**src/rtl/unidade_controle_rodadas.sv**
```systemverilog
// Moore control unit for the progressive-sequence memory game.
// Sequences the datapath (address counter, round-limit counter, play register),
// evaluates its status flags and owns the per-play timeout counter.
//
// state           | code | meaning
// ----------------+------+-----------------------------------------------
// inicial         | 0x0  | idle, waiting for iniciar
// preparacao      | 0x1  | clear address, limit and play register
// inicio_rodada   | 0x2  | clear address counter for a new round
// espera_jogada   | 0x3  | waiting for a key press, timeout running
// registra        | 0x4  | load the pressed key into the play register
// comparacao      | 0x5  | evaluate igual / fimE / fimL
// proximo         | 0x6  | advance to the next address in this round
// proxima_rodada  | 0x7  | extend the round limit by one
// fim_acerto      | 0xA  | game won
// fim_timeout     | 0xD  | game lost, no key pressed in time
// fim_erro        | 0xE  | game lost, wrong key

module unidade_controle_rodadas #(
    parameter int TIMEOUT_CICLOS = 3000,
    parameter int TW             = $clog2(TIMEOUT_CICLOS)
) (
    input  logic       clock,
    input  logic       reset,
    input  logic       iniciar,
    input  logic       jogada,
    input  logic       igual,
    input  logic       fimE,
    input  logic       fimL,
    output logic       zeraE,
    output logic       contaE,
    output logic       zeraL,
    output logic       contaL,
    output logic       zeraR,
    output logic       registraR,
    output logic       pronto,
    output logic       acertou,
    output logic       errou,
    output logic       db_timeout,
    output logic [3:0] db_estado
);

    typedef enum logic [3:0] {
        S_INICIAL        = 4'h0,
        S_PREPARACAO     = 4'h1,
        S_INICIO_RODADA  = 4'h2,
        S_ESPERA_JOGADA  = 4'h3,
        S_REGISTRA       = 4'h4,
        S_COMPARACAO     = 4'h5,
        S_PROXIMO        = 4'h6,
        S_PROXIMA_RODADA = 4'h7,
        S_FIM_ACERTO     = 4'hA,
        S_FIM_TIMEOUT    = 4'hD,
        S_FIM_ERRO       = 4'hE
    } estado_t;

    localparam logic [TW-1:0] TIMER_FIM = TW'(TIMEOUT_CICLOS - 1);

    estado_t       r_estado;
    estado_t       w_prox;
    logic [TW-1:0] r_timer;
    logic [TW-1:0] w_timer_prox;
    // bit order: zeraE contaE zeraL contaL zeraR registraR pronto acertou errou db_timeout
    logic [9:0]    r_saidas;

    // Output decode of a state; outputs are registered from the next state so
    // they always match the state register without a combinational path.
    function automatic logic [9:0] decodifica(input estado_t e);
        logic [9:0] s;
        s = '0;
        case (e)
            S_PREPARACAO:     s = 10'b1010100000;
            S_INICIO_RODADA:  s = 10'b1000000000;
            S_REGISTRA:       s = 10'b0000010000;
            S_PROXIMO:        s = 10'b0100000000;
            S_PROXIMA_RODADA: s = 10'b0001000000;
            S_FIM_ACERTO:     s = 10'b0000001100;
            S_FIM_ERRO:       s = 10'b0000001010;
            S_FIM_TIMEOUT:    s = 10'b0000001011;
            default:          s = '0;
        endcase
        return s;
    endfunction

    // Next-state and timer logic; the timer only counts while staying in espera_jogada.
    always_comb begin
        w_prox       = r_estado;
        w_timer_prox = '0;
        case (r_estado)
            S_INICIAL:        if (iniciar) w_prox = S_PREPARACAO;
            S_PREPARACAO:     w_prox = S_INICIO_RODADA;
            S_INICIO_RODADA:  w_prox = S_ESPERA_JOGADA;
            S_ESPERA_JOGADA: begin
                // a key press in the last cycle of the window still counts
                if (jogada)
                    w_prox = S_REGISTRA;
                else if (r_timer == TIMER_FIM)
                    w_prox = S_FIM_TIMEOUT;
                else
                    w_timer_prox = r_timer + TW'(1);
            end
            S_REGISTRA:       w_prox = S_COMPARACAO;
            S_COMPARACAO: begin
                if (!igual)
                    w_prox = S_FIM_ERRO;
                else if (fimE && fimL)
                    w_prox = S_FIM_ACERTO;
                else if (fimE)
                    w_prox = S_PROXIMA_RODADA;
                else
                    w_prox = S_PROXIMO;
            end
            S_PROXIMO:        w_prox = S_ESPERA_JOGADA;
            S_PROXIMA_RODADA: w_prox = S_INICIO_RODADA;
            S_FIM_ACERTO,
            S_FIM_ERRO,
            S_FIM_TIMEOUT:    if (iniciar) w_prox = S_PREPARACAO;
            default:          w_prox = S_INICIAL;
        endcase
    end

    // State, timer and registered outputs; reset aborts the game at once.
    always_ff @(posedge clock or negedge reset) begin
        if (!reset) begin
            r_estado <= S_INICIAL;
            r_timer  <= '0;
            r_saidas <= '0;
        end else begin
            r_estado <= w_prox;
            r_timer  <= w_timer_prox;
            r_saidas <= decodifica(w_prox);
        end
    end

    assign zeraE      = r_saidas[9];
    assign contaE     = r_saidas[8];
    assign zeraL      = r_saidas[7];
    assign contaL     = r_saidas[6];
    assign zeraR      = r_saidas[5];
    assign registraR  = r_saidas[4];
    assign pronto     = r_saidas[3];
    assign acertou    = r_saidas[2];
    assign errou      = r_saidas[1];
    assign db_timeout = r_saidas[0];
    assign db_estado  = r_estado;

endmodule

```
**config.mk**
```make
export PLATFORM = sky130hd
export DESIGN_NAME = unidade_controle_rodadas
export DESIGN_NICKNAME = d
export VERILOG_FILES = /design/src/rtl/unidade_controle_rodadas.sv
export SDC_FILE = /design/constraint.sdc
export NUM_CORES = 1
export LEC_CHECK = 0
export ABC_AREA = 1
export BUFFER_PORTS_ARGS = -buffer_cell sky130_fd_sc_hd__buf_2
export CAP_MARGIN = 25
export CORE_MARGIN = 2
export CORE_UTILIZATION = 59
export DETAILED_ROUTE_END_ITERATION = 16
export PLACE_DENSITY = 0.83
export SLEW_MARGIN = 20
export SYNTH_ARGS = -nofsm -noshare
export SYNTH_HDL_FRONTEND = slang
export SYNTH_SLANG_ARGS = --single-unit
```
**constraint.sdc**
```tcl
create_clock -name clock -period 3.7 [get_ports clock]
set_clock_uncertainty 0.05 [all_clocks]
set_input_delay 0.185 -clock clock [delete_from_list [all_inputs] [get_ports clock]]
set_output_delay 0.185 -clock clock [all_outputs]
set_load 0.05 [all_outputs]
```
==> impl_metrics.json, run 1 <==
{
  "die_h_um": 51.46,
  "pwr-share-seq_pct": 35.1,
  "period_share_pct": 52.50,
  "antenna_found_initial": 0,
  "hp-class": "primary input to register",
  "required_ns": 3.93,
  "root_buffer": "clkbuf_4",
  "ant_nets": 0,
  "grt_max_degree": 26,
  "rsz0062_at_grt": "false",
  "path_clk_slew_ns": 0.14,
  "layout_common_cells": "31 x nand2_1, 27 x inv_1, 26 x nor2_1",
  "worstRegToRegCells": 10,
  "clkSinkCount": 25,
  "vias": 1149,
  "drtPass1Iterations": 4,
  "hold-path-cell-count": 4,
  "cts_buffers": 3,
  "cp-end-kind": "register",
  "nets": 203,
  "ir_worst_vdd_mv": 0.4464,
  "wirelength_mm": 2.510,
  "cts-resized-gates": 0,
  "syn_inst": 168,
  "cts_tree": "built",
  "hold_violations": 0,
  "wire_per_inst_um": 11.41,
  "p_sw_share_pct": 49.84,
  "ys_ff_latch": 25,
  "yosysSeqAreaShare_pct": 47.08,
  "worstSkewPairLatency_ns": 0.33,
  "hold_buffers": 1,
  "gr-total-overflow": 0,
  "place_hpwl_mm": 1.981,
  "placed_cell_area_um2": 1456,
  "initial_core_util_pct": 61.25,
  "cp_cell_sequence": "ha_1, nand2_1, nor2_2, nand3_1, nand2_1, nor2_2, nor2_2, ha_1, nand3b_1, nand2_1",
  "syn_area_um2": 1329,
  "cp-start-kind": "register",
  "ioPinCount": 21,
  "cts_buffer_depth": 2,
  "grt_pass1_wl_mm": 4.429,
  "synth_area_leaders": "dfrtp_1 47%, nand2_1 8.8%, inv_1 7.6%, nor2_1 7.3%, nand3_1 3.8%",
  "power.density_nw_per_um2": 670.2,
  "status": "finished, final reports clean",
  "multiInputGateArea_um2": 583.1,
  "yosysWarnings": 0,
  "period_minus_slack_ns": 1.943,
  "synthDominantCellAreaShare_pct": 47.08,
  "gp_congestion": 0.8450,
  "htreeDepth": 1,
  "fillers": 191,
  "final_area_um2": 1496,
  "clock.fmax_ghz": 0.5148,
  "worstSetupPathDepth": 10,
  "worstPathMaxFanout": 5,
  "die_x_um": 51.46,
  "finalMaxSlewViolations": 0,
  "fin_util_pct": 68.97,
  "grt_pass1_vias": 1072,
  "io_buffers": 20,
  "setup_tns_ns": 0,
  "antennaDiodeCount": 0,
  "dieArea_um2": 2648,
  "cp.arrival_ns": 2.17,
  "cp_slowest_cell": "dfrtp_1",
  "grt_usage_pct": 22.32,
  "cellLeakagePower_uw": 0.0008090,
  "area_delta_synth_final_pct": 12.62,
  "synth_nets": 178,
  "synth_area_per_cell_um2": 7.909,
  "max_cap_violations": 0,
  "fin_hold_ws_ns": 0.05539,
  "synth_cell_types": 22,
  "worstMarginPinSlew_ns": 0.5393,
  "rows": 17,
  "comb_power_share_pct": 52.3,
  "power.share.clock_pct": 12.6,
  "drc_errors": 0,
  "layout-drive-gt1-share_pct": 21.88,
  "drt_iter0_markers": 32,
  "power.total_uw": 1003,
  "seq_area_um2": 625.6,
  "critical-path-top-delay-family": "simple AND/OR/NAND/NOR gates",
  "synth_top_area_cell": "dfrtp_1",
  "p_switching_uw": 499.9,
  "post-cts-setup-buffers": 0,
  "crit_type": "register to register",
  "via_per_inst": 5.223,
  "cp.buffers_inverters": 0,
  "cpPeakStageDelay_ns": 0.43,
  "core_area_um2": 2170,
  "layout_commonest_cell": "nand2_1",
  "internal_power_uw": 503.0,
  "setup_viol": 0,
  "maxSlewHeadroom_pct": 64.05
}
## metrics by stage
stage	setup slack, ns	cells
after floorplan	1.632	168
after global placement	1.865	215
after CTS	1.759	220
after global routing	1.613	220
after detailed placement	1.795	215
final	1.757	220
## registers in the layout, indices dropped and copies added (netlist names)
name,flops
r_timer,12
db_estado,4
r_saidas,9
## worst paths after layout
check | endpoint | from | slack (ns)
max reg2reg | r_saidas[3] | r_timer[0] | 1.76
min | r_saidas[6] | fimL | 0.06
max in group asynchronous | r_timer[0] | reset | 2.94
min in group asynchronous | r_timer[4] | reset | 0.30
min reg2reg | r_timer[0] | r_timer[0] | 0.45
max | r_saidas[3] | r_timer[0] | 1.76
## logic make-up (layout without fill, tap and decap cells)
logic type	after synthesis	in the layout	synth area share [%]
simple gates	93	93	33.62
flops	25	25	47.08
compound gates	12	12	4.803
fa+ha+maj	3	3	2.825
xor+xnor	4	4	2.637
buf+inv	31	55	9.040
## per-layer routing
layer  up-vias  track usage [%]  routed length (um)
li1        575                -                   -
met1       544            28.35                1092
met2        25            39.10                1257
met3         5            2.632                 118
met4         0            7.895                  42
met5         -                0                   0
## cells in the mapped netlist, drive strengths merged
library cell / instances
dfrtp: 25
buf: 1
nor2: 33
ha: 3
a31oi: 1
inv: 30
nand3: 14
xor2: 2
o21ai: 4
nand2: 34
xnor2: 2
nand3b: 1
a21oi: 6
o211ai: 1
nand4: 5
nor3: 6
## worst reg2reg max path, cell delays in order, from the launching register on
cell	delay, ns
dfrtp_1	0.43
ha_1	0.22
nand2_1	0.10
nor2_2	0.06
nand3_1	0.09
nand2_1	0.10
nor2_2	0.20
nor2_2	0.09
ha_1	0.31
nand3b_1	0.18
nand2_1	0.07
## cell type report
class / instances / share of cell area [%]
sequential: 25 / 41.81
clock inverter: 1 / 0.5017
inverter: 30 / 7.525
multi-input combinational: 112 / 38.96
clock buffer: 3 / 1.505
tap: 28 / 2.341
timing repair buffer: 21 / 7.358
## power groups by stage
stage | Clock (uW) | Combinational, uW | Sequential [uW]
floorplan | 0 | 294 | 478
detailed placement | 0 | 525 | 357
finish | 126 | 524 | 352
global placement | 0 | 511 | 354
CTS | 129 | 528 | 351
global route | 142 | 574 | 357
(Power assumes the default switching activity.)
==> inputs of run 2 (changes only) <==
Settings changed: CORE_UTILIZATION 59 to 50, PLACE_DENSITY 0.83 to 0.75.
Clock period 3.7 ns to 1.7 ns, I/O delays scaled along.
==> run 2 against run 1 <==
  * The flow now finishes with violations (negative setup slack)
  * Routed wire length is 26% higher
  * Worst setup slack worse by 1.8 ns
  * Sequential power is 130% higher
  * Critical endpoint unchanged
  * Largest cell class is now multi-input combinational cells
  * Highest routed layer unchanged
==> impl_metrics.json, run 2 (same netlist as run 1, synthesis figures left out) <==
{
  "hp-class": "primary input to register",
  "crit_start": "db_estado[2]",
  "finalMaxSlewViolations": 0,
  "reg2reg_to": "r_saidas[3]",
  "area_delta_synth_final_pct": 35.50,
  "largest_register": "r_timer",
  "critical-path-top-delay-family": "simple AND/OR/NAND/NOR gates",
  "hp-start": "fimL",
  "path_clk_slew_ns": 0.14,
  "setup_viol": 4,
  "power.total_uw": 2739,
  "ant_nets": 0,
  "cp-end-kind": "register",
  "largest_register_ffs": 12,
  "die_h_um": 55.55,
  "nets": 225,
  "cpPeakStageDelay_ns": 0.50,
  "vias": 1219,
  "placed_cell_area_um2": 1554,
  "grt_max_degree": 26,
  "crit_type": "register to register",
  "internal_power_uw": 1393,
  "period_share_pct": 103.2,
  "cts_buffer_depth": 2,
  "layout-drive-gt1-share_pct": 40.65,
  "cp.arrival_ns": 1.98,
  "status": "finished, violations left",
  "via_per_inst": 4.996,
  "layout_commonest_cell": "nand2_1",
  "htreeDepth": 1,
  "place_ws_ns": -0.05223,
  "cp-start-kind": "register",
  "rsz0062_at_grt": "true",
  "wirelength_mm": 3.164,
  "drtPass1Iterations": 4,
  "final_area_um2": 1800,
  "maxSlewHeadroom_pct": 63.80,
  "setup_tns_ns": -0.1297,
  "worstPathMaxFanout": 6,
  "antenna_found_initial": 0,
  "core_area_um2": 2500,
  "rows": 18,
  "gp_congestion": 0.9978,
  "p_sw_share_pct": 49.13,
  "ir_worst_vdd_mv": 1.184,
  "dieArea_um2": 3086,
  "initial_core_util_pct": 53.15,
  "clkSinkCount": 25,
  "power.density_nw_per_um2": 1521,
  "cellLeakagePower_uw": 0.0009265,
  "clock.fmax_ghz": 0.5699,
  "period_minus_slack_ns": 1.755,
  "grt_usage_pct": 19.93,
  "layout_common_cells": "25 x nand2_1, 24 x nor2_1, 22 x buf_4",
  "place_hpwl_mm": 2.061,
  "cp.buffers_inverters": 0,
  "gr-total-overflow": 0,
  "comb_power_share_pct": 61.0,
  "r2r_start": "db_estado[2]",
  "reg2reg_slack_ns": -0.05,
  "worst_slack_ns": -0.05470,
  "violations": "negative setup slack",
  "cp_slowest_cell": "dfrtp_2",
  "grt_pass1_vias": 1203,
  "io_buffers": 20,
  "hold-path-cell-count": 5,
  "drc_errors": 0,
  "max_cap_violations": 0,
  "root_buffer": "clkbuf_4",
  "grt_pass1_wl_mm": 4.933,
  "cp_cell_sequence": "nand2_2, nor2_1, a31oi_1, nand3_1, nor2_4, ha_4, nand3b_1, nand2_1",
  "drt_iter0_markers": 65,
  "die_x_um": 55.55,
  "power.share.clock_pct": 9.9,
  "wire_per_inst_um": 12.97,
  "cts_buffers": 3,
  "cts_tree": "built",
  "worstSkewPairLatency_ns": 0.32,
  "fin_hold_ws_ns": 0.1045,
  "p_switching_uw": 1346,
  "antennaDiodeCount": 0,
  "ioPinCount": 21,
  "hold_violations": 0,
  "required_ns": 1.92,
  "holdPathEnd": "r_saidas[6]",
  "worstRegToRegCells": 8,
  "pwr-share-seq_pct": 29.0,
  "worstMarginPinSlew_ns": 0.5431
}
run 2: how the worst max path moves through the flow:
stage / to / cells past startpoint
detailed placement: r_saidas[3] / 11
global route: r_saidas[3] / 10
global placement: r_saidas[3] / 10
floorplan: r_saidas[3] / 12
CTS: r_saidas[3] / 12
finish: r_saidas[3] / 8
run 2: power by group through the flow:
stage          Combinational [uW]  Clock [uW]  Sequential, uW
2_1_floorplan                 648           0            1060
3_3_place_gp                 1220           0             785
3_5_place_dp                 1240           0             794
4_1_cts                      1360         286             781
5_1_grt                      1830         304             809
6_report                     1670         272             796
run 2: timing repair:
action	CTS	global route
endpoints found under the hold margin	25	0
pin swaps	13	9
hold buffers	1	0
setup endpoints to repair	6	10
setup buffers	9	3
gates resized for setup	8	22
run 2: worst reg2reg max path: cells and delay by family (launching register included):
| family | cells | cell delay, ns |
|---|---|---|
| compound gates | 1 | 0.18 |
| fa+ha+maj | 1 | 0.22 |
| flops | 1 | 0.50 |
| simple gates | 6 | 0.75 |
run 2: metrics by stage:
step           utilization (%)  cells
5_1_grt                  72.02    244
3_5_place_dp             62.16    227
2_1_floorplan                -    168
3_3_place_gp             62.16    227
4_1_cts                  67.27    241
6_report                 72.02    244
run 2: cell type report:
type / count / area, um^2
multi-input cells: 112 / 706.9
fillers: 189 / 699.4
flip-flops and latches: 25 / 630.6
repair buffers: 43 / 275.3
inverters: 30 / 120.1
well taps: 30 / 37.54
clock buffers: 3 / 22.52
clock inverters: 1 / 7.507
run 2: layer usage:
metal,track usage (%),wire length [um],vias up
li1,-,-,621
met1,24.01,1266,559
met2,33.16,1718,33
met3,3.747,119,6
met4,11.50,59,0
met5,0,0,-
==> inputs of run 3 (changes only) <==
Settings changed: BUFFER_PORTS_ARGS -buffer_cell sky130_fd_sc_hd__buf_2 to not set, CORE_UTILIZATION 50 to 55, DONT_BUFFER_PORTS set to 1, PLACE_DENSITY 0.75 to 0.73.
==> run 3 against run 2 <==
  * Design area decreased by 2.5%
  * Die area decreased by 8.5%
  * Critical endpoint unchanged
  * Register-to-register slack got worse by 0.04 ns
  * Critical path depth increased by 4
  * The run still ends with negative setup slack left
==> impl_metrics.json, run 3 (same netlist as run 1, synthesis figures left out) <==
{
  "status": "finished, violations left",
  "violations": "negative setup slack",
  "layout-drive-gt1-share_pct": 36.63,
  "period_share_pct": 105.3,
  "required_ns": 1.92,
  "power.share.clock_pct": 9.7,
  "initial_core_util_pct": 58.93,
  "worstSkewPairLatency_ns": 0.31,
  "cellLeakagePower_uw": 0.0008750,
  "finalMaxSlewViolations": 0,
  "clkSinkCount": 25,
  "p_switching_uw": 1326,
  "worst_slack_ns": -0.08983,
  "hold-path-cell-count": 3,
  "vias": 1241,
  "cp.arrival_ns": 2.01,
  "htreeDepth": 1,
  "area_delta_synth_final_pct": 32.11,
  "grt_max_degree": 26,
  "grt_pass1_wl_mm": 5.078,
  "hp-class": "primary input to register",
  "rsz0062_at_grt": "true",
  "seq_area_um2": 630.6,
  "cts_tree": "built",
  "worstRegToRegCells": 12,
  "place_ws_ns": -0.04147,
  "ir_worst_vdd_mv": 1.163,
  "worstPathMaxFanout": 5,
  "grt_pass1_vias": 1232,
  "comb_power_share_pct": 55.9,
  "multiInputGateArea_um2": 681.9,
  "largest_register": "r_timer",
  "gp_congestion": 0.9062,
  "largest_register_ffs": 12,
  "nets": 213,
  "place_hpwl_mm": 2.097,
  "crit_start": "db_estado[1]",
  "antennaDiodeCount": 0,
  "drtPass1Iterations": 4,
  "path_clk_slew_ns": 0.14,
  "period_minus_slack_ns": 1.790,
  "drc_errors": 0,
  "dieArea_um2": 2825,
  "r2r_start": "db_estado[1]",
  "maxSlewHeadroom_pct": 69.91,
  "critPathCapture": "r_saidas[3]",
  "cp-end-kind": "register",
  "layout_commonest_cell": "nand2_1",
  "clock.fmax_ghz": 0.5587,
  "power.density_nw_per_um2": 1539,
  "max_cap_violations": 0,
  "cts_buffer_depth": 2,
  "die_h_um": 53.15,
  "die_x_um": 53.15,
  "worstMarginPinSlew_ns": 0.4516,
  "layout_common_cells": "26 x nand2_1, 25 x buf_4, 23 x nor2_1",
  "reg2reg_slack_ns": -0.09,
  "ant_nets": 0,
  "io_buffers": 0,
  "rows": 17,
  "wirelength_mm": 3.350,
  "reg2reg_to": "r_saidas[3]",
  "crit_type": "register to register",
  "core_area_um2": 2255,
  "p_sw_share_pct": 49.09,
  "pwr-share-seq_pct": 34.4,
  "ioPinCount": 21,
  "antenna_found_initial": 0,
  "cp-start-kind": "register",
  "via_per_inst": 5.396,
  "wire_per_inst_um": 14.57,
  "gr-total-overflow": 0,
  "root_buffer": "clkbuf_4",
  "setup_tns_ns": -0.3409,
  "hold_violations": 0,
  "setup_viol": 8,
  "grt_usage_pct": 24.65,
  "fillers": 156,
  "drt_iter0_markers": 35,
  "internal_power_uw": 1375,
  "cts_buffers": 3
}
==> run 3: power groups by stage <==
stage          registers (uW)  clock network, uW  logic [uW]
6_report                  930                261        1510
4_1_cts                   912                270        1230
2_1_floorplan            1060                  0         648
3_3_place_gp              909                  0        1070
5_1_grt                   936                297        1630
3_5_place_dp              917                  0        1100
==> run 3: layout make-up <==
type | instances | share of cell area [%]
flip-flops and latches | 25 | 35.92
repair inverters | 1 | 0.3564
well taps | 28 | 1.996
inverters | 30 | 7.128
multi-input cells | 112 | 38.85
clock buffers | 3 | 1.283
repair buffers | 30 | 14.18
clock inverters | 1 | 0.2851
==> run 3: how the worst min path moves through the flow <==
stage	endpoint	startpoint	slack, ns
after floorplan	db_estado[0]	reset	-0.26
after global placement	db_estado[2]	reset	-0.26
after detailed placement	db_estado[2]	reset	-0.26
after CTS	db_estado[3]	igual	0.009
after global routing	db_estado[3]	igual	0.04
final	db_estado[3]	igual	0.01
==> run 3: critical path, stage by stage (launching register included) <==
cell and delay (ns):
dfrtp_2 0.47, inv_4 0.07, nand3_4 0.11, nor2_4 0.06, nand2_2 0.05, inv_2 0.04, nor2_2 0.08, nand2_1 0.08
nor2_2 0.14, inv_1 0.06, ha_1 0.30, nand3b_1 0.17, nand2_1 0.06
==> run 3: repair_timing <==
action	4_1_cts	5_1_grt
pin swaps	4	14
hold endpoints to repair	26	0
gates resized for setup	7	23
cloned	0	1
hold buffers	4	0
buffers inserted	4	7
endpoints found under the setup margin	4	19
==> run 3: metal layers <==
layer  vias to the layer above  global-route usage (%)  wire length, um
met5                         -                       0                0
met4                         0                   9.402               55
met3                         6                   3.390              137
met2                        40                   45.83             1837
met1                       600                   28.23             1321
li1                        595                       -                -
==> run 3: stage by stage <==
stage                     utilization [%]  instance area (um^2)  total power [uW]  hold slack (ns)  cells
after floorplan                         -                  1349              1710          -0.2606    168
final                               77.86                  1755              2702          0.01405    230
after global routing                77.86                  1755              2866          0.03887    230
after detailed placement            66.70                  1504              2014          -0.2600    212
after CTS                           72.31                  1630              2408         0.008588    224
after global placement              66.70                  1504              1979          -0.2599    212
